$ cat src/rtl/fetch_decode_pkg.sv
// Shared definitions for the fetch/decode front end: widths, opcodes,
// instruction field positions and the decoded-field bundle.
package fetch_decode_pkg;

   localparam int PC_W    = 6;
   localparam int INSTR_W = 16;
   localparam logic [PC_W-1:0] RESET_PC = '0;

   // instruction field bit positions
   localparam int OPC_MSB   = 15;
   localparam int OPC_LSB   = 11;
   localparam int AM_BIT    = 10;
   localparam int RD_MSB    = 9;
   localparam int RD_LSB    = 7;
   localparam int RS_MSB    = 6;
   localparam int RS_LSB    = 4;
   localparam int MADDR_MSB = 3;
   localparam int MADDR_LSB = 0;
   localparam int TGT_MSB   = PC_W - 1;
   localparam int TGT_LSB   = 0;

   localparam logic [4:0] OP_NOP   = 5'b00000;
   localparam logic [4:0] OP_ADD   = 5'b00001;
   localparam logic [4:0] OP_MUL   = 5'b00011;
   localparam logic [4:0] OP_INC   = 5'b00101;
   localparam logic [4:0] OP_STORE = 5'b01100;
   localparam logic [4:0] OP_JUMP  = 5'b01101;
   localparam logic [4:0] OP_BEQZ  = 5'b01110;
   localparam logic [4:0] OP_BPAR  = 5'b11000;
   localparam logic [4:0] OP_HALT  = 5'b11111;

   typedef struct packed {
      logic [4:0]      opcode;
      logic            am;
      logic [2:0]      rd;
      logic [2:0]      rs;
      logic [3:0]      mem_addr;
      logic [PC_W-1:0] instr_mem_addr;
      logic            is_branch;
      logic            is_halt;
   } dec_fields_t;

   // Branch-class opcodes stall the front end until write_back resolves them.
   function automatic logic is_branch_op(input logic [4:0] op);
      return (op == OP_JUMP) || (op == OP_BEQZ) || (op == OP_BPAR);
   endfunction

endpackage

$ cat src/rtl/fetch_decode_if.sv
// Bus bundle between the front end, instruction memory, write_back and
// the branch-resolution feedback path.
interface fetch_decode_if;
   import fetch_decode_pkg::*;

   logic               imem_en;
   logic [PC_W-1:0]    imem_addr;
   logic [INSTR_W-1:0] imem_rdata;

   logic               dec_valid;
   logic               dec_ready;
   logic [4:0]         opcode;
   logic               am;
   logic [2:0]         rd;
   logic [2:0]         rs;
   logic [3:0]         mem_addr;
   logic [PC_W-1:0]    instr_mem_addr;
   logic [PC_W-1:0]    pc_out;

   logic               wb_br_done;
   logic               wb_br_taken;
   logic [PC_W-1:0]    wb_br_target;

   logic               halted;

   modport master (
      output imem_en, imem_addr,
      input  imem_rdata,
      output dec_valid,
      input  dec_ready,
      output opcode, am, rd, rs, mem_addr, instr_mem_addr, pc_out,
      input  wb_br_done, wb_br_taken, wb_br_target,
      output halted
   );

   modport slave (
      input  imem_en, imem_addr,
      output imem_rdata,
      input  dec_valid,
      output dec_ready,
      input  opcode, am, rd, rs, mem_addr, instr_mem_addr, pc_out,
      output wb_br_done, wb_br_taken, wb_br_target,
      input  halted
   );

endinterface

$ cat src/rtl/fetch_decode_instr_field_decode.sv
// Combinational split of an instruction word into its fields plus a
// branch/halt classification used by the issue stage.
module fetch_decode_instr_field_decode
   import fetch_decode_pkg::*;
(
   input  logic [INSTR_W-1:0] instr,
   output dec_fields_t        fields
);

   // Field extraction; unknown opcodes pass through and classify as sequential.
   always_comb begin
      fields                = '0;
      fields.opcode         = instr[OPC_MSB:OPC_LSB];
      fields.am             = instr[AM_BIT];
      fields.rd             = instr[RD_MSB:RD_LSB];
      fields.rs             = instr[RS_MSB:RS_LSB];
      fields.mem_addr       = instr[MADDR_MSB:MADDR_LSB];
      fields.instr_mem_addr = instr[TGT_MSB:TGT_LSB];
      fields.is_branch      = is_branch_op(instr[OPC_MSB:OPC_LSB]);
      fields.is_halt        = (instr[OPC_MSB:OPC_LSB] == OP_HALT);
   end

endmodule

$ cat src/rtl/fetch_decode.sv
// Front end of the 8-bit core: fetches 16-bit instructions from a
// sync-read instruction memory, decodes them and offers the fields to
// write_back with a valid/ready handshake. Branches stall the front end
// until write_back reports the outcome.
//
//   state   | meaning
//   --------+---------------------------------------------------------
//   FETCH   | imem read strobe for pc
//   DECODE  | imem data arrives; capture fields and pc into output regs
//   ISSUE   | dec_valid high, fields held until dec_ready
//   BR_WAIT | branch issued; wait for wb_br_done to pick the next pc
//   HALT    | HALT issued; front end stopped until reset
module fetch_decode
   import fetch_decode_pkg::*;
(
   input  logic          clk,
   input  logic          rst_n,
   fetch_decode_if.master bus
);

   typedef enum logic [2:0] {
      S_FETCH   = 3'd0,
      S_DECODE  = 3'd1,
      S_ISSUE   = 3'd2,
      S_BR_WAIT = 3'd3,
      S_HALT    = 3'd4
   } state_t;

   state_t          state_q, state_d;
   logic [PC_W-1:0] pc_q, pc_d;
   logic [PC_W-1:0] pc_out_q, pc_out_d;
   dec_fields_t     fields_q, fields_d;
   dec_fields_t     rdata_fields;

   fetch_decode_instr_field_decode u_field_decode (
      .instr  (bus.imem_rdata),
      .fields (rdata_fields)
   );

   // State, pc and output-field registers; reset drops any in-flight read.
   always_ff @(posedge clk or negedge rst_n) begin
      if (!rst_n) begin
         state_q  <= S_FETCH;
         pc_q     <= RESET_PC;
         pc_out_q <= '0;
         fields_q <= '0;
      end else begin
         state_q  <= state_d;
         pc_q     <= pc_d;
         pc_out_q <= pc_out_d;
         fields_q <= fields_d;
      end
   end

   // Next-state, pc update and field capture.
   always_comb begin
      state_d  = state_q;
      pc_d     = pc_q;
      pc_out_d = pc_out_q;
      fields_d = fields_q;
      case (state_q)
         S_FETCH: begin
            state_d = S_DECODE;
         end
         S_DECODE: begin
            fields_d = rdata_fields;
            pc_out_d = pc_q;
            state_d  = S_ISSUE;
         end
         S_ISSUE: begin
            if (bus.dec_ready) begin
               if (fields_q.is_halt) begin
                  state_d = S_HALT;
               end else if (fields_q.is_branch) begin
                  state_d = S_BR_WAIT;
               end else begin
                  pc_d    = pc_q + PC_W'(1);
                  state_d = S_FETCH;
               end
            end
         end
         S_BR_WAIT: begin
            if (bus.wb_br_done) begin
               pc_d    = bus.wb_br_taken ? bus.wb_br_target : pc_q + PC_W'(1);
               state_d = S_FETCH;
            end
         end
         S_HALT: begin
            state_d = S_HALT;
         end
         default: begin
            state_d = S_FETCH;
         end
      endcase
   end

   // The reset state is FETCH, so the strobe is masked while reset is held
   // to keep every output low during reset.
   assign bus.imem_en        = rst_n & (state_q == S_FETCH);
   assign bus.imem_addr      = pc_q;
   assign bus.dec_valid      = (state_q == S_ISSUE);
   assign bus.halted         = (state_q == S_HALT);
   assign bus.opcode         = fields_q.opcode;
   assign bus.am             = fields_q.am;
   assign bus.rd             = fields_q.rd;
   assign bus.rs             = fields_q.rs;
   assign bus.mem_addr       = fields_q.mem_addr;
   assign bus.instr_mem_addr = fields_q.instr_mem_addr;
   assign bus.pc_out         = pc_out_q;

endmodule

$ cat src/flat_wrapper.sv
// flat-port wrapper written by rule: the top's interface ports become plain ports
module fetch_decode_flat import fetch_decode_pkg::*;
  (clk, rst_n, bus_imem_en, bus_imem_addr, bus_imem_rdata, bus_dec_valid, bus_dec_ready, bus_opcode, bus_am, bus_rd, bus_rs, bus_mem_addr, bus_instr_mem_addr, bus_pc_out, bus_wb_br_done, bus_wb_br_taken, bus_wb_br_target, bus_halted);
  fetch_decode_if bus_i ();
  input  logic clk;
  input  logic rst_n;
  output wire logic [$bits(bus_i.imem_en)-1:0] bus_imem_en;
  output wire logic [$bits(bus_i.imem_addr)-1:0] bus_imem_addr;
  input wire logic [$bits(bus_i.imem_rdata)-1:0] bus_imem_rdata;
  output wire logic [$bits(bus_i.dec_valid)-1:0] bus_dec_valid;
  input wire logic [$bits(bus_i.dec_ready)-1:0] bus_dec_ready;
  output wire logic [$bits(bus_i.opcode)-1:0] bus_opcode;
  output wire logic [$bits(bus_i.am)-1:0] bus_am;
  output wire logic [$bits(bus_i.rd)-1:0] bus_rd;
  output wire logic [$bits(bus_i.rs)-1:0] bus_rs;
  output wire logic [$bits(bus_i.mem_addr)-1:0] bus_mem_addr;
  output wire logic [$bits(bus_i.instr_mem_addr)-1:0] bus_instr_mem_addr;
  output wire logic [$bits(bus_i.pc_out)-1:0] bus_pc_out;
  input wire logic [$bits(bus_i.wb_br_done)-1:0] bus_wb_br_done;
  input wire logic [$bits(bus_i.wb_br_taken)-1:0] bus_wb_br_taken;
  input wire logic [$bits(bus_i.wb_br_target)-1:0] bus_wb_br_target;
  output wire logic [$bits(bus_i.halted)-1:0] bus_halted;
  assign bus_imem_en = bus_i.imem_en;
  assign bus_imem_addr = bus_i.imem_addr;
  assign bus_i.imem_rdata = bus_imem_rdata;
  assign bus_dec_valid = bus_i.dec_valid;
  assign bus_i.dec_ready = bus_dec_ready;
  assign bus_opcode = bus_i.opcode;
  assign bus_am = bus_i.am;
  assign bus_rd = bus_i.rd;
  assign bus_rs = bus_i.rs;
  assign bus_mem_addr = bus_i.mem_addr;
  assign bus_instr_mem_addr = bus_i.instr_mem_addr;
  assign bus_pc_out = bus_i.pc_out;
  assign bus_i.wb_br_done = bus_wb_br_done;
  assign bus_i.wb_br_taken = bus_wb_br_taken;
  assign bus_i.wb_br_target = bus_wb_br_target;
  assign bus_halted = bus_i.halted;
  fetch_decode u_core (.clk(clk), .rst_n(rst_n), .bus(bus_i));
endmodule
$ cat config.mk
export PLATFORM = sky130hd
export DESIGN_NAME = fetch_decode_flat
export DESIGN_NICKNAME = d
export VERILOG_FILES = /design/src/rtl/fetch_decode_pkg.sv /design/src/rtl/fetch_decode_if.sv /design/src/rtl/fetch_decode_instr_field_decode.sv /design/src/rtl/fetch_decode.sv /design/src/flat_wrapper.sv
export SDC_FILE = /design/constraint.sdc
export NUM_CORES = 1
export LEC_CHECK = 0
export CAP_MARGIN = 40
export CORE_UTILIZATION = 41
export CTS_BUF_LIST = sky130_fd_sc_hd__clkbuf_4
export DETAILED_ROUTE_END_ITERATION = 10
export PLACE_DENSITY = 0.82
export SLEW_MARGIN = 20
export SYNTH_ARGS = -nofsm -noshare
export SYNTH_HDL_FRONTEND = slang
export SYNTH_SLANG_ARGS = --single-unit
$ cat constraint.sdc
create_clock -name clk -period 1.9 [get_ports clk]
set_clock_uncertainty 0.15 [all_clocks]
set_input_delay 0.38 -clock clk [delete_from_list [all_inputs] [get_ports clk]]
set_output_delay 0.38 -clock clk [all_outputs]
set_load 0.02 [all_outputs]
==> metrics <==
Clock Path Buffers=2; worst endpoint required time=2.00 ns; CTS Buf Count=5; most frequent cells in the layout=clkdlybuf4s50_1 (44), dfrtp_1 (33), mux2_2 (22), buf_4 (16), dlymetal6s2s_1 (13); Detailed Place HPWL=approximately 2.4 mm; die area=around 0.0045 sq mm; CTS clk-pin slew, worst paths=roughly 0.10 ns; Slew @ Worst Pin=0.422 ns; vias in the first global route=1238; total power=~0.0042 W; number of synthesized register bits=33; mux share of post-synthesis cell area=0.143; ant diodes=0; TritonCTS clock tree=yes; post-placement cell count=248; clock sink count=33; synth warn=0; Placement Rows=23; Netlist cell types=37; Hold Fails Final Rpt=0; critical path peak fanout=6; Root Buffer=clkbuf_4; sequential element share of the synthesized area=0.478; post-route minimum period=about 1.9 ns; drt pass-1 iters=4; Worst Setup Slack, final=just under 0.04 ns; final hold slack=about 0.36 ns; num ports=64; Seq. cell area=just over 800 sq um; Simple-Gate Fraction of Synth Area=0.116; area of the core=0.00403 sq mm; antenna violations before repair=0; Clk Latency, worst-skew pair=between 0.3 and 0.4 ns; maxcap violations=0; status=completed; Vias=~1300; cts hold-fix bufs=0; routed len/inst=~13 um; Iter 0 DRT Violations=approximately 70; Cell Area, Synth=0.00173 sq mm; Slew headroom=0.719; Setup crit end kind=flip-flop; combinational family with the most area after synthesis=multiplexers; Post-Syn Nets=around 180; critical path startpoint category=flip-flop; Worst Hold Class=reg2reg; global route total overflow=0; period utilization=0.980; number of cells produced by synthesis=149; syn_area_per_cell=~12 sq um; die width=~67 um; Worst VDD drop=~0.00070 V; drt total wl=approximately 3.3 mm; # nets final=237; layout cells sized above 1=0.314; final non-filler cell total=260; Leakage Power=approximately 1.1 nW; residual DRC count=0; Post-DRT Antenna Nets=0; endpoints failing setup=0; Filler Cells Inserted=around 340; Achievable Freq=approximately 540 MHz; Buffers on Ports=between 60 and 70; Multi-input gate area=693 sq um; largest net degree at the start of global routing=34; Compound-Gate Fraction of Synth Area=0.125; Pwr Density=roughly 1700 mW/mm^2; commonest non-fill, non-tap cell in the layout=clkdlybuf4s50_1; max-slew violation count=0; Placer Congestion=0.755; Initial Util=0.429; area delta synth->final=41.9%; CP Data Arrival Time=around 2.0 ns; Core Util, Final=0.609; drt via density=between 5 and 6; worst setup path category=reg2reg; Total Routing Usage GR=0.162; H-tree Lvls=2; Placement Setup Slack=-0.483 ns; RSZ-0062 raised after global routing=true; xor/xnor share of the synthesized area=0; adder-cell share of the synthesized area=0.00724; die height=between 60 and 70 um; first-pass GRT wire length=approximately 5.4 mm
==> final timing paths <==
check                                                       from                                   to  slack [ns]  depth (start not counted)
worst min register to register  u_core.bus.pc_out[5]$_DFFE_PN0P_     u_core.bus.pc_out[5]$_DFFE_PN0P_        0.36                          1
max in group asynchronous                                  rst_n        u_core.state_q[1]$_DFFE_PN0P_        0.89                          2
worst min-delay path            u_core.bus.pc_out[5]$_DFFE_PN0P_     u_core.bus.pc_out[5]$_DFFE_PN0P_        0.36                          1
worst max-delay path               u_core.state_q[0]$_DFFE_PN0P_  u_core.bus.imem_addr[3]$_DFFE_PN0P_        0.04                          6
worst max register to register     u_core.state_q[0]$_DFFE_PN0P_  u_core.bus.imem_addr[3]$_DFFE_PN0P_        0.04                          6
min in group asynchronous                                  rst_n  u_core.bus.imem_addr[1]$_DFFE_PN0P_        0.41                          2
==> cell families (layout without fill, tap and decap cells) <==
logic type,after synthesis,in the layout
AOI/OAI and AO/OA,28,28
DFF,33,33
buffers and inverters,32,93
muxes,22,22
adders and majority gates,1,1
and+or+nand+nor,33,33
==> state kept, by name, indices dropped and copies added (netlist names) <==
name / count
u_core.bus.am: 1
u_core.state_q: 3
u_core.fields_q: 2
u_core.bus.opcode: 5
u_core.bus.imem_addr: 6
u_core.bus.pc_out: 6
u_core.bus.rs: 2
u_core.bus.instr_mem_addr: 5
u_core.bus.rd: 3
==> cells in the mapped netlist <==
cell	count	share of area
ha_1	1	0.0072
dfrtp_1	33	0.48
o21ai_0	4	0.012
a21oi_1	7	0.020
nand2_1	8	0.017
and3b_1	1	0.0051
a21oi_4	1	0.0094
a21oi_2	3	0.015
nand4b_1	2	0.010
inv_2	1	0.0022
a21boi_2	1	0.0065
buf_4	24	0.10
a2bb2oi_2	1	0.0087
o32a_1	1	0.0058
nor2_2	1	0.0036
nand4_1	2	0.0072
a21o_1	1	0.0043
a21bo_2	1	0.0058
o21ai_2	2	0.010
buf_8	1	0.0087
a31oi_1	2	0.0072
a41o_1	1	0.0058
or4b_4	1	0.0080
nor3b_1	1	0.0043
nand3b_1	1	0.0043
nor3_4	1	0.0094
nand2b_1	3	0.011
inv_1	3	0.0065
a31oi_2	1	0.0072
and4b_1	1	0.0058
o22ai_1	2	0.0072
nor4b_1	1	0.0051
nor2_1	6	0.013
and2_1	1	0.0036
mux2_2	22	0.14
buf_2	3	0.0087
nand3_1	3	0.0087
==> final cells by class <==
cell class | count | share of cell area
well taps | 50 | 0.0255
inverters | 4 | 0.00612
clock inverters | 2 | 0.00408
repair buffers | 81 | 0.327
flip-flops and latches | 33 | 0.337
multi-input cells | 84 | 0.283
clock buffers | 6 | 0.0184
==> per-stage QoR <==
stage / TNS, ns / area (sq um)
after global routing: -0.0636 / 2450
after floorplan: 0 / 1730
final: 0 / 2450
after CTS: 0 / 2380
after global placement: -1.38 / 2330
after detailed placement: -1.48 / 2330
==> report_power, final <==
part	total (W)	internal (W)	switching, W	leakage (nW)
Clock	0.000374	0.000155	0.000219	0.0354
Combinational	0.00260	0.00136	0.00123	0.723
Sequential	0.00127	0.00105	0.000222	0.391
==> worst max-delay path: stages (launching register included) <==
cell	delay, ns
dfrtp_1	0.41
buf_6	0.14
or4b_4	0.55
a21oi_4	0.22
buf_4	0.17
a21oi_1	0.07
a21oi_2	0.10
==> what timing repair did <==
| item | in CTS | in global routing |
|---|---|---|
| pin swaps | 0 | 1 |
| endpoints found under the setup margin | 6 | 21 |
| setup buffers | 0 | 4 |
| resized for setup | 15 | 19 |
==> per-layer routing <==
metal / GRT usage / up-vias / part of all wire
li1: - / 630 / -
met1: 0.199 / 634 / 0.45
met2: 0.273 / 39 / 0.50
met3: 0.0565 / 2 / 0.051
met4: 0.0319 / 0 / 0.0030
met5: 0 / - / 0
No activity file was read; power rests on OpenSTA's default activity.
